**config.mk**
```make
export PLATFORM = sky130hd
export DESIGN_NAME = serial_subtractor_flat
export DESIGN_NICKNAME = d
export VERILOG_FILES = /design/src/rtl/serial_subtractor_pkg.sv /design/src/rtl/serial_subtractor_if.sv /design/src/rtl/serial_subtractor_sub_digit.sv /design/src/rtl/serial_subtractor.sv /design/src/flat_wrapper.sv
export SDC_FILE = /design/constraint.sdc
export NUM_CORES = 1
export LEC_CHECK = 0
export BUFFER_PORTS_ARGS = -buffer_cell sky130_fd_sc_hd__buf_2
export CAP_MARGIN = 15
export CELL_PAD_IN_SITES_DETAIL_PLACEMENT = 2
export CELL_PAD_IN_SITES_GLOBAL_PLACEMENT = 2
export CORE_MARGIN = 1.5
export CORE_UTILIZATION = 28
export CTS_CLUSTER_SIZE = 28
export DETAILED_ROUTE_END_ITERATION = 8
export PLACE_DENSITY = 0.8
export SYNTH_ARGS = -nofsm -noshare
export SYNTH_HDL_FRONTEND = slang
export SYNTH_SLANG_ARGS = --single-unit
```
**constraint.sdc**
```tcl
create_clock -name clk -period 2 [get_ports clk]
set_clock_uncertainty 0.15 [all_clocks]
set_input_delay 0.1 -clock clk [delete_from_list [all_inputs] [get_ports clk]]
set_output_delay 0.1 -clock clk [all_outputs]
set_load 0.005 [all_outputs]
```
**src/rtl/serial_subtractor_pkg.sv**
```systemverilog
// Shared types and sizing helpers for the digit-serial subtractor.
package serial_subtractor_pkg;

    localparam int unsigned DEFAULT_WIDTH = 16;
    localparam int unsigned DEFAULT_DIGIT = 4;

    typedef enum logic [1:0] {
        IDLE = 2'd0,
        BUSY = 2'd1,
        DONE = 2'd2
    } state_t;

    // Width of a counter that indexes the WIDTH/DIGIT digits; never narrower than 1 bit.
    function automatic int unsigned cnt_width(input int unsigned width, input int unsigned digit);
        int unsigned n;
        if (digit == 0) return 1;
        n = width / digit;
        return (n > 1) ? $clog2(n) : 1;
    endfunction

endpackage

```
**src/rtl/serial_subtractor_if.sv**
```systemverilog
// Operand/result handshake bundle for serial_subtractor; ovf exists only with SERIAL_SUB_OVF_EN.
interface serial_subtractor_if
    import serial_subtractor_pkg::*;
#(
    parameter int unsigned WIDTH = DEFAULT_WIDTH
) ();

    logic             in_valid;
    logic             in_ready;
    logic [WIDTH-1:0] a;
    logic [WIDTH-1:0] b;
    logic             bin;
    logic             out_valid;
    logic             out_ready;
    logic [WIDTH-1:0] diff;
    logic             bout;
`ifdef SERIAL_SUB_OVF_EN
    logic             ovf;
`endif

    modport master (
        output in_valid, a, b, bin, out_ready,
`ifdef SERIAL_SUB_OVF_EN
        input  ovf,
`endif
        input  in_ready, out_valid, diff, bout
    );

    modport slave (
        input  in_valid, a, b, bin, out_ready,
`ifdef SERIAL_SUB_OVF_EN
        output ovf,
`endif
        output in_ready, out_valid, diff, bout
    );

endinterface

```
**src/rtl/serial_subtractor_sub_digit.sv**
```systemverilog
// Combinational DIGIT-bit subtract with borrow-in/borrow-out: {bout, d} = a - b - bin.
module sub_digit #(
    parameter int unsigned DIGIT = 4
) (
    input  logic [DIGIT-1:0] a,
    input  logic [DIGIT-1:0] b,
    input  logic             bin,
    output logic [DIGIT-1:0] d,
    output logic             bout
);

    logic [DIGIT:0] wide;

    // The extra top bit goes to 1 exactly when the digit result is negative.
    always_comb begin
        wide = {1'b0, a} - {1'b0, b} - {{DIGIT{1'b0}}, bin};
        d    = wide[DIGIT-1:0];
        bout = wide[DIGIT];
    end

endmodule

```
**src/rtl/serial_subtractor.sv**
```systemverilog
// Digit-serial subtractor: diff = a - b - bin over WIDTH/DIGIT cycles behind valid/ready ports.
// Define SERIAL_SUB_OVF_EN to add the signed-overflow output ovf.
module serial_subtractor
    import serial_subtractor_pkg::*;
#(
    parameter int unsigned WIDTH = DEFAULT_WIDTH,
    parameter int unsigned DIGIT = DEFAULT_DIGIT
) (
    input  logic               clk,
    input  logic               rst,
    serial_subtractor_if.slave bus
);

    if (DIGIT < 1 || DIGIT > WIDTH || (WIDTH % DIGIT) != 0) begin : g_bad_params
        $fatal(1, "serial_subtractor: WIDTH must be a multiple of DIGIT with 1 <= DIGIT <= WIDTH");
    end

    localparam int unsigned      N     = WIDTH / DIGIT;
    localparam int unsigned      CNT_W = cnt_width(WIDTH, DIGIT);
    localparam logic [CNT_W-1:0] LAST  = CNT_W'(N - 1);

    state_t           state_q;
    state_t           state_d;
    logic [WIDTH-1:0] a_q;
    logic [WIDTH-1:0] b_q;
    logic [WIDTH-1:0] res_q;
    logic [WIDTH-1:0] res_next;
    logic [WIDTH-1:0] diff_q;
    logic             borrow_q;
    logic             borrow_next;
    logic             bout_q;
    logic [CNT_W-1:0] cnt_q;
    logic [DIGIT-1:0] d;
    logic             last;

    sub_digit #(
        .DIGIT(DIGIT)
    ) u_sub_digit (
        .a    (a_q[DIGIT-1:0]),
        .b    (b_q[DIGIT-1:0]),
        .bin  (borrow_q),
        .d    (d),
        .bout (borrow_next)
    );

    // New digit enters at the MSB end; works unchanged when DIGIT == WIDTH.
    assign res_next = WIDTH'({d, res_q} >> DIGIT);
    assign last     = (cnt_q == LAST);

    always_ff @(posedge clk) begin
        if (rst) state_q <= IDLE;
        else     state_q <= state_d;
    end

    always_comb begin
        state_d       = state_q;
        bus.in_ready  = 1'b0;
        bus.out_valid = 1'b0;
        case (state_q)
            IDLE: begin
                bus.in_ready = !rst;
                if (bus.in_valid) state_d = BUSY;
            end
            BUSY: begin
                if (last) state_d = DONE;
            end
            DONE: begin
                bus.out_valid = 1'b1;
                if (bus.out_ready) state_d = IDLE;
            end
            default: state_d = IDLE;
        endcase
    end

    always_ff @(posedge clk) begin
        if (rst) begin
            a_q      <= '0;
            b_q      <= '0;
            res_q    <= '0;
            borrow_q <= 1'b0;
            cnt_q    <= '0;
            diff_q   <= '0;
            bout_q   <= 1'b0;
        end else begin
            case (state_q)
                IDLE: begin
                    if (bus.in_valid) begin
                        a_q      <= bus.a;
                        b_q      <= bus.b;
                        borrow_q <= bus.bin;
                        cnt_q    <= '0;
                    end
                end
                BUSY: begin
                    a_q      <= a_q >> DIGIT;
                    b_q      <= b_q >> DIGIT;
                    res_q    <= res_next;
                    borrow_q <= borrow_next;
                    cnt_q    <= cnt_q + CNT_W'(1);
                    if (last) begin
                        diff_q <= res_next;
                        bout_q <= borrow_next;
                    end
                end
                default: ;
            endcase
        end
    end

    assign bus.diff = diff_q;
    assign bus.bout = bout_q;

`ifdef SERIAL_SUB_OVF_EN
    logic [1:0] msb_q;
    logic       ovf_q;

    // Original operand MSBs are kept because a_q/b_q are shifted away during BUSY.
    always_ff @(posedge clk) begin
        if (rst) begin
            msb_q <= '0;
            ovf_q <= 1'b0;
        end else if (state_q == IDLE && bus.in_valid) begin
            msb_q <= {bus.a[WIDTH-1], bus.b[WIDTH-1]};
        end else if (state_q == BUSY && last) begin
            ovf_q <= (msb_q[1] != msb_q[0]) && (res_next[WIDTH-1] != msb_q[1]);
        end
    end

    assign bus.ovf = ovf_q;
`endif

endmodule

```
**src/flat_wrapper.sv**
```systemverilog
// flat-port wrapper written by rule: the top's interface ports become plain ports
module serial_subtractor_flat import serial_subtractor_pkg::*;
#(
    parameter int unsigned WIDTH = DEFAULT_WIDTH,
    parameter int unsigned DIGIT = DEFAULT_DIGIT
)
  (clk, rst, bus_in_valid, bus_a, bus_b, bus_bin, bus_out_ready, bus_in_ready, bus_out_valid, bus_diff, bus_bout);
  serial_subtractor_if #(.WIDTH(WIDTH)) bus_i ();
  input  logic clk;
  input  logic rst;
  input wire logic [$bits(bus_i.in_valid)-1:0] bus_in_valid;
  input wire logic [$bits(bus_i.a)-1:0] bus_a;
  input wire logic [$bits(bus_i.b)-1:0] bus_b;
  input wire logic [$bits(bus_i.bin)-1:0] bus_bin;
  input wire logic [$bits(bus_i.out_ready)-1:0] bus_out_ready;
  output wire logic [$bits(bus_i.in_ready)-1:0] bus_in_ready;
  output wire logic [$bits(bus_i.out_valid)-1:0] bus_out_valid;
  output wire logic [$bits(bus_i.diff)-1:0] bus_diff;
  output wire logic [$bits(bus_i.bout)-1:0] bus_bout;
  assign bus_i.in_valid = bus_in_valid;
  assign bus_i.a = bus_a;
  assign bus_i.b = bus_b;
  assign bus_i.bin = bus_bin;
  assign bus_i.out_ready = bus_out_ready;
  assign bus_in_ready = bus_i.in_ready;
  assign bus_out_valid = bus_i.out_valid;
  assign bus_diff = bus_i.diff;
  assign bus_bout = bus_i.bout;
  serial_subtractor #(.WIDTH(WIDTH), .DIGIT(DIGIT)) u_core (.clk(clk), .rst(rst), .bus(bus_i));
endmodule
```
==> impl_metrics.toml <==
[status]
run_status = "finished with violations"
violations = "negative setup slack"

[routing]
route.vias.total = 2729
antenna_violation_net_count_after_detailed_routing = 0
routedWlPerCell_um = 15.7
post-route-drc-count = 0
vias_per_cell = 4.78
route.final.wire_length_mm = 8.96
drt_iter0_drcs = 45
drt_first_pass_iters = 4

[clocking]
h_tree_depth_reported_by_cts = 3
clock-root-buffer = "sky130_fd_sc_hd__clkbuf_8"
clk_latency_ns = 0.35
cts-root-to-sink-buffers = 2
cts_num_sinks = 66
cts_made_buffers = 9
worst_setup_hold_path_clk_slew_ns = 0.08
cts_tree = "yes"

[final_layout]
postLayoutCoreUtil = 0.390
layout_stage_area_growth_over_the_synthesis_result_pct = 34.9
fillerInstances = 1111
finish.net_count = 480
drive_gt1_frac = 0.242
diodes = 0
design_area_um2 = 3810
finalNonFillerCells = 571

[timing]
hold_viol = 0
final_min_period_over_clock_period = 1.03
fmax_mhz = 483
setup_violations = 5
tightestPinTransition_ns = 0.546
timing.final.crit_period_ns = 2.07
worst_slack_ns = -0.0687
rsz_0062_raised_after_global_routing = "yes"
final.setup.tns_ns = -0.230
hold-worst-slack_ns = 0.0265
report.final.slew_viol_count = 0
timing.slew.headroom = 0.636

[synthesis]
synth_top_area_frac = 0.468
synth_flop_cell = "sky130_fd_sc_hd__dfxtp_1"
ys_ff_latch = 66
yosysWarnings = 0
synth.largest_area_cell = "sky130_fd_sc_hd__dfxtp_1"
synth.top_cells.by_count = "sky130_fd_sc_hd__nand2_1, sky130_fd_sc_hd__dfxtp_1, sky130_fd_sc_hd__nor2_1"
ys_types = 28
synth.net_count = 398
gate_count_after_technology_mapping = 352
syn_avg_cell_area_um2 = 8.02
yosysSeqAreaShare = 0.468
post-synth-top-count-cell = "sky130_fd_sc_hd__nand2_1"
share_of_synthesized_registers_carrying_an_async_set_or_reset = 0
netlist_top_cells_area = "sky130_fd_sc_hd__dfxtp_1, sky130_fd_sc_hd__nand2_1, sky130_fd_sc_hd__nor2_1"
number_of_flops_mapped_to_enable_cells_by_yosys = 0
post_synth_instance_area_um2 = 2820

[setup_path]
worst_r2r_startpoint = "u_core.borrow_q$_SDFFE_PP0P_"
r2r_end = "u_core.bus.diff[14]$_SDFFE_PP0P_"
cpPeakStageDelay_ns = 0.41
r2r.worst_path.cells = 7
r2r_setup_slack_ns = -0.07
path_buf_inv = 3
critical_path_arrival_ns = 2.13
critical_path.cell_chain = "inv_2 -> fa_2 -> fa_2 -> buf_4 -> buf_4 -> xnor2_1 -> a211oi_2"
worst_setup_path_end_kind = "flop"
data_required_time_of_the_critical_path_ns = 2.06
critical_path.max_fanout = 2
critical_path.slowest_cell = "sky130_fd_sc_hd__fa_2"
critical_path_startpoint_category = "flop"
top_family_by_delay_on_critical_path = "adder cells"
critPathKind = "flop to flop"

[hold_path]
min_delay_path_depth = 5
hold-path-endpoint = "u_core.b_q[6]$_SDFFE_PP0P_"
worstHoldPathType = "input pin to flop"
hp-start = "bus_b[6]"

[grt]
grt_antenna_before_repair = 0
via_count_of_the_first_global_routing_pass = 2951
grt_first_pass_wirelength_mm = 14.4
grt_start_max_net_pins = 29
global_route.overflow_total = 0
groute.usage.overall = 0.179

[die]
floorplan.initialDensity = 0.289
floorplan.die_area_um2 = 10700
design.portCount = 56
rows = 36
core_um2 = 9770
die-height_um = 103
die_width_um = 103

[pwr]
power.static_leakage_nw = 1.57
power_density_nw_per_um2 = 820
max-vdd-ir-drop_uv = 274
power_mw = 3.13

[place]
pre_cts_slack_ns = -0.200
placed_area_um2 = 3280
detailed_placement_wirelength_estimate_mm = 5.93
place_inst = 529
io_buffer_count = 55
gpl.final_weighted_congestion = 0.791

[job]
max-cap-violations = 0
-- worst max path at each step --
| stage | endpoint | slack [ns] | start | cells after the start |
|---|---|---|---|---|
| after floorplan | u_core.borrow_q$_SDFFE_PP0P_ | 0.008 | u_core.borrow_q$_SDFFE_PP0P_ | 7 |
| after global placement | u_core.borrow_q$_SDFFE_PP0P_ | -0.03 | u_core.borrow_q$_SDFFE_PP0P_ | 7 |
| after detailed placement | u_core.borrow_q$_SDFFE_PP0P_ | -0.20 | u_core.borrow_q$_SDFFE_PP0P_ | 7 |
| after CTS | u_core.borrow_q$_SDFFE_PP0P_ | -0.13 | u_core.b_q[0]$_SDFFE_PP0P_ | 7 |
| after global routing | u_core.res_q[15]$_SDFFE_PP0P_ | -0.16 | u_core.borrow_q$_SDFFE_PP0P_ | 8 |
| final | u_core.bus.diff[14]$_SDFFE_PP0P_ | -0.07 | u_core.borrow_q$_SDFFE_PP0P_ | 7 |
-- per-layer routing --
layer | wire length, µm | global-route usage | part of all wire
met1 | 3700 | 0.196 | 0.41
met2 | 4830 | 0.338 | 0.54
met3 | 306 | 0.0450 | 0.034
met4 | 124 | 0.0551 | 0.014
met5 | 0 | 0 | 0
-- area by class of cell --
type / instances / area, µm² / area share
Multi-Input combinational cell: 251 / 1420 / 0.373
Sequential cell: 66 / 1320 / 0.347
Timing Repair Buffer: 98 / 676 / 0.177
Tap cell: 133 / 166 / 0.0437
Clock buffer: 9 / 124 / 0.0325
Clock inverter: 6 / 67.6 / 0.0177
Inverter: 8 / 30.0 / 0.00788
-- repair_timing --
action | CTS | global route
hold buffers | 26 | 0
buffers inserted | 1 | 0
endpoints found under the hold margin | 26 | 0
pin swaps | 7 | 8
endpoints found under the setup margin | 4 | 6
resized for setup | 8 | 10
-- where the power goes --
group          leakage [nW]  internal (mW)  switching, mW
logic                 0.937          0.271          0.299
registers             0.541           1.39         0.0513
clock network        0.0917          0.573          0.542
total                  1.57           2.23          0.893
-- cell usage in the layout (no fill, tap or decap), drive strengths merged, types with 2 or more instances in the layout --
cell type | synthesis | final
a211oi | 8 | 8
a21oi | 36 | 36
a22oi | 6 | 6
a2bb2oi | 3 | 3
a311oi | 16 | 16
buf | 16 | 72
clkbuf | 11 | 9
clkinv | 0 | 2
clkinvlp | 0 | 2
dfxtp | 66 | 66
dlygate4sd3 | 0 | 26
fa | 2 | 2
ha | 7 | 7
inv | 8 | 9
nand2 | 77 | 77
nand2b | 3 | 3
nand3b | 3 | 3
nor2 | 56 | 56
nor2b | 15 | 15
nor3 | 7 | 7
o31ai | 2 | 2
xnor2 | 4 | 4
-- kinds of logic (layout without fill, tap and decap cells) --
logic type | after synthesis | after routing | share of synthesized area
AO/OA/AOI/OAI | 73 | 73 | 0.170
XOR/XNOR | 4 | 4 | 0.0124
adder cells (fa/ha/maj) | 9 | 9 | 0.0452
buffers and inverters | 35 | 121 | 0.0549
flip-flops | 66 | 66 | 0.468
AND/OR/NAND/NOR | 165 | 165 | 0.249
-- flip-flops by register name, indices dropped and copies added (netlist names) --
signal,flops
u_core.a_q,16
u_core.b_q,16
u_core.borrow_q,1
u_core.bus.bout,1
u_core.bus.diff,16
u_core.cnt_q,2
u_core.res_q,12
u_core.state_q,2
-- worst reg2reg max path, stage by stage (launching register included) --
cell                       delay [ns]
sky130_fd_sc_hd__dfxtp_2         0.32
sky130_fd_sc_hd__inv_2           0.04
sky130_fd_sc_hd__fa_2            0.41
sky130_fd_sc_hd__fa_2            0.38
sky130_fd_sc_hd__buf_4           0.14
sky130_fd_sc_hd__buf_4           0.12
sky130_fd_sc_hd__xnor2_1         0.26
sky130_fd_sc_hd__a211oi_2        0.12
Note: power is estimated with default switching activity, not from simulation.
